## src/rtl/sram_1rw_arbiter.sv

```systemverilog
// sram_1rw_arbiter: round-robin sharing of one 1RW SRAM port between two requesters, with optional zero-fill after reset.
module sram_1rw_arbiter #(
    parameter int DATA_WIDTH    = 2,
    parameter int ADDR_WIDTH    = 4,
    parameter int INIT_ON_RESET = 1
) (
    input  logic                  clk0,
    input  logic                  rst0,
    input  logic                  reqA_valid,
    output logic                  reqA_ready,
    input  logic                  reqA_we,
    input  logic [ADDR_WIDTH-1:0] reqA_addr,
    input  logic [DATA_WIDTH-1:0] reqA_din,
    output logic                  rspA_valid,
    output logic [DATA_WIDTH-1:0] rspA_dout,
    input  logic                  reqB_valid,
    output logic                  reqB_ready,
    input  logic                  reqB_we,
    input  logic [ADDR_WIDTH-1:0] reqB_addr,
    input  logic [DATA_WIDTH-1:0] reqB_din,
    output logic                  rspB_valid,
    output logic [DATA_WIDTH-1:0] rspB_dout,
    output logic                  csb0,
    output logic                  web0,
    output logic [ADDR_WIDTH-1:0] ADDR0,
    output logic [DATA_WIDTH-1:0] DIN0,
    input  logic [DATA_WIDTH-1:0] DOUT0,
    output logic                  init_done
);
    typedef enum logic {INIT, RUN} state_t;
    state_t state, state_nx;
    logic [ADDR_WIDTH-1:0] cnt, iss_addr;
    logic [DATA_WIDTH-1:0] iss_din;
    logic ptr, run, iss, iss_we;
    logic t1_v, t1_p, t1_r, t2_v, t2_p, t2_r;

    always_ff @(posedge clk0) begin
        if (rst0) state <= (INIT_ON_RESET != 0) ? INIT : RUN;
        else      state <= state_nx;
    end

    always_comb begin
        state_nx = (state == INIT && cnt == '1) ? RUN : state;
    end

    // ptr holds the last grant (1 = B), so a tie goes to the other side
    always_comb begin
        run        = state == RUN && !rst0;
        reqA_ready = run & reqA_valid & (~reqB_valid | ptr);
        reqB_ready = run & reqB_valid & (~reqA_valid | ~ptr);
        iss        = state == INIT || reqA_ready || reqB_ready;
        iss_we     = state == INIT || (reqA_ready ? reqA_we : reqB_we);
        iss_addr   = state == INIT ? cnt : reqA_ready ? reqA_addr : reqB_addr;
        iss_din    = state == INIT ? '0 : reqA_ready ? reqA_din : reqB_din;
    end

    always_ff @(posedge clk0) begin
        if (rst0) begin
            csb0       <= 1'b1;
            web0       <= 1'b1;
            ADDR0      <= '0;
            DIN0       <= '0;
            cnt        <= '0;
            ptr        <= 1'b1;
            {t1_v, t1_p, t1_r, t2_v, t2_p, t2_r} <= '0;
            rspA_valid <= 1'b0;
            rspB_valid <= 1'b0;
            rspA_dout  <= '0;
            rspB_dout  <= '0;
            init_done  <= 1'b0;
        end else begin
            csb0 <= ~iss;
            web0 <= ~(iss & iss_we);
            if (iss) begin
                ADDR0 <= iss_addr;
                DIN0  <= iss_din;
            end
            if (state == INIT) cnt <= cnt + 1'b1;
            if (reqA_ready | reqB_ready) ptr <= reqB_ready;
            // tag stage 1 aligns with the SRAM access, stage 2 with DOUT0
            t1_v <= reqA_ready | reqB_ready;
            t1_p <= reqB_ready;
            t1_r <= reqA_ready ? ~reqA_we : ~reqB_we;
            {t2_v, t2_p, t2_r} <= {t1_v, t1_p, t1_r};
            rspA_valid <= t2_v & t2_r & ~t2_p;
            rspB_valid <= t2_v & t2_r & t2_p;
            if (t2_v & t2_r & ~t2_p) rspA_dout <= DOUT0;
            if (t2_v & t2_r & t2_p) rspB_dout <= DOUT0;
            init_done <= state == RUN;
        end
    end
endmodule

```

## config.mk

```make
export PLATFORM = sky130hd
export DESIGN_NAME = sram_1rw_arbiter
export DESIGN_NICKNAME = d
export VERILOG_FILES = /design/src/rtl/sram_1rw_arbiter.sv
export SDC_FILE = /design/constraint.sdc
export NUM_CORES = 1
export LEC_CHECK = 0
export CORE_MARGIN = 5
export CORE_UTILIZATION = 49
export CTS_BUF_LIST = sky130_fd_sc_hd__clkbuf_8
export CTS_CLUSTER_SIZE = 16
export DETAILED_ROUTE_END_ITERATION = 6
export GPL_TIMING_DRIVEN = 0
export PLACE_DENSITY = 0.95
export SYNTH_ARGS = -nofsm -noshare
export SYNTH_HDL_FRONTEND = slang
export SYNTH_SLANG_ARGS = --single-unit
```

## constraint.sdc

```tcl
create_clock -name clk0 -period 3.8 [get_ports clk0]
set_clock_uncertainty 0.1 [all_clocks]
set_input_delay 0.38 -clock clk0 [delete_from_list [all_inputs] [get_ports clk0]]
set_output_delay 0.38 -clock clk0 [all_outputs]
set_load 0.05 [all_outputs]
```

==> impl_metrics.ini <==
[status]
status = finished, final reports clean

[sta]
setup-tns-final_ns = 0
hold_viol = 0
period_needed_ns = 2.67
fin_crit_sh_pct = 70.4
fmax_mhz = 374
setup_viol = 0
rsz0062_at_grt = false
worst_pin_slew_ns = 0.504
maxSlewHeadroom_pct = 66.3
drv_slew = 0
setup_ws_ns = 1.13

[synth]
async_reset_ff_share_pct = 0
synth_seq_cells = 27
synth_common_cells = dfxtp_1 (27), nor2_1 (14), mux2i_1 (8)
yosysTopAreaCellShare_pct = 51.2
synth_cells = 108
synth_area_per_cell_um2 = 9.77
synth.most_common_cell = dfxtp_1
yosysWarnings = 0
synth_edf_count = 0
syn-num-nets = 129
synthFlopType = dfxtp_1
yosys.area.top_type = dfxtp_1
yosysUniqueCellTypes = 31
syn-cell-area_um2 = 1050
ys_seq_area_share_pct = 51.2
yosys-top-cells-area = dfxtp_1 (51%), mux2i_1 (7.6%), nor2_1 (5.0%)

[routing]
drc = 0
drt_iter0_markers = 20
wire_per_inst_um = 13.6
drt-pass1-iter-count = 4
postRouteAntennaNets = 0
vias_per_cell = 5.29
via_count = 920
routed_wl_um = 2370

[power]
ir_drop_mv = 0.266
p_per_area_nw_per_um2 = 343
cellLeakagePower_nw = 0.597

[floorplanning]
die_x_um = 56.4
start_util_pct = 52.7
rows = 16
pin_count = 37
core_area_um2 = 2000
die_height_um = 56.4
die-area_um2 = 3180

[setup_path]
crit_required_ns = 3.32
end_kind = primary output
start_kind = primary input
crit_fanout = 7
worstPathArrival_ns = 2.19
crit_type = in -> out

[clocking]
cts_hold_buf = 0
cts_tree = yes
path_clk_slew_ns = 0.08
cts-buffers-inserted = 3
h-tree-depth = 1
cts_resized = 0
clock_sinks = 27
cts_root_buf = clkbuf_8
clk_latency_ns = 0.26
cts_setup_buffers = 0
cts.path.max_buffers = 2

[global_routing]
grt_pass1_vias = 934
grt_max_degree = 15
grt_overflow = 0
grt_pass1_wl_um = 3970
grt_usage_pct = 15.6
grt_antenna_before_repair = 0

[hold_path]
hold_class = reg -> reg

[cells_and_area]
syn2layout_area_growth_pct = 40.7
fin_nets = 169
final_area_um2 = 1480
drive_above_1_share_pct = 8.84
utilization_pct = 74.1
num_antenna_cells = 0
fin_cells = 174

[placement]
postPlaceCellArea_um2 = 1440
dp.cells = 170
gp_congestion = 0.822
dp_hpwl_um = 1830
numPortBuffers = 35
pre_cts_slack_ns = 1.14

[flow_run]
cap_violations = 0
==> where the power goes <==
part / switching, mW / leakage (nW) / internal [mW]
sequential: 0.00446 / 0.220 / 0.289
clock: 0.0782 / 0.0269 / 0.0721
combinational: 0.0314 / 0.351 / 0.0332
total: 0.114 / 0.597 / 0.395
==> flip-flops by register name (all words and copies together) (netlist names), 2 cells and up <==
register and cells:
cnt 4, ADDR0 4, DIN0 2, rspA_dout 2
rspB_dout 2
==> cells by family after synthesis <==
logic type	share of synthesized area (%)
and+or+nand+nor	16.8
DFF	51.2
AOI/OAI and AO/OA	16.4
muxes	8.66
buffers and inverters	3.20
xor gates and xnor gates	2.49
adders and majority gates	1.19
==> worst paths after layout <==
check | start | endpoint | slack, ns | depth (start not counted)
setup / recovery | reqB_valid | reqA_ready | 1.13 | 5
setup reg to reg | state$_SDFFE_PP0P_ | DIN0[1]$_SDFFE_PP0P_ | 2.40 | 4
hold reg to reg | t1_v$_SDFF_PP0_ | t2_v$_SDFF_PP0_ | 0.35 | 1
hold / removal | t1_v$_SDFF_PP0_ | t2_v$_SDFF_PP0_ | 0.35 | 1
==> cell type report <==
type / count / area [µm²]
sequential: 27 / 541
fill: 134 / 518
multi-input combinational: 73 / 480
timing repair buffer: 35 / 350
clock buffer: 3 / 41.3
tap: 27 / 33.8
buffer: 5 / 22.5
inverter: 3 / 11.3
clock inverter: 1 / 3.75
==> worst max-delay path, stage by stage <==
cell and delay, ns:
clkdlybuf4s50_1 0.62, inv_2 0.11, o21ai_4 0.29, nor2_1 0.08
clkdlybuf4s50_1 0.71
==> stage by stage <==
stage	power (mW)	hold WS (ns)
2_1_floorplan	0.333	0.314
3_3_place_gp	0.363	0.319
3_5_place_dp	0.365	0.338
4_1_cts	0.514	0.357
5_1_grt	0.536	0.372
6_report	0.509	0.349
==> cell usage in the layout, fill, tap and decap left out, types with 2 or more instances in the layout <==
cell             netlist  final
o21ai_0                3      3
nand3_1                2      2
nand2_1                5      5
buf_2                  3      3
inv_1                  2      3
a211oi_1               4      4
dfxtp_1               27     27
a21oi_1                5      5
nor2_1                14     14
a31oi_1                4      4
o211ai_1               2      2
mux2i_1                8      8
xor2_1                 2      2
clkbuf_1               2      2
clkdlybuf4s50_1        0     35
nor3_1                 2      2
nor2b_1                7      7
o22ai_1                2      2
clkbuf_8               0      3
==> metal layers <==
layer | up-vias | track usage, % | part of all wire [%]
met5 | - | 0 | 0
met4 | 0 | 6.10 | 1.1
met3 | 4 | 3.21 | 4.9
met2 | 28 | 30.6 | 54
met1 | 429 | 15.9 | 40
li1 | 459 | - | -
Power figures use the tool's default switching activity.
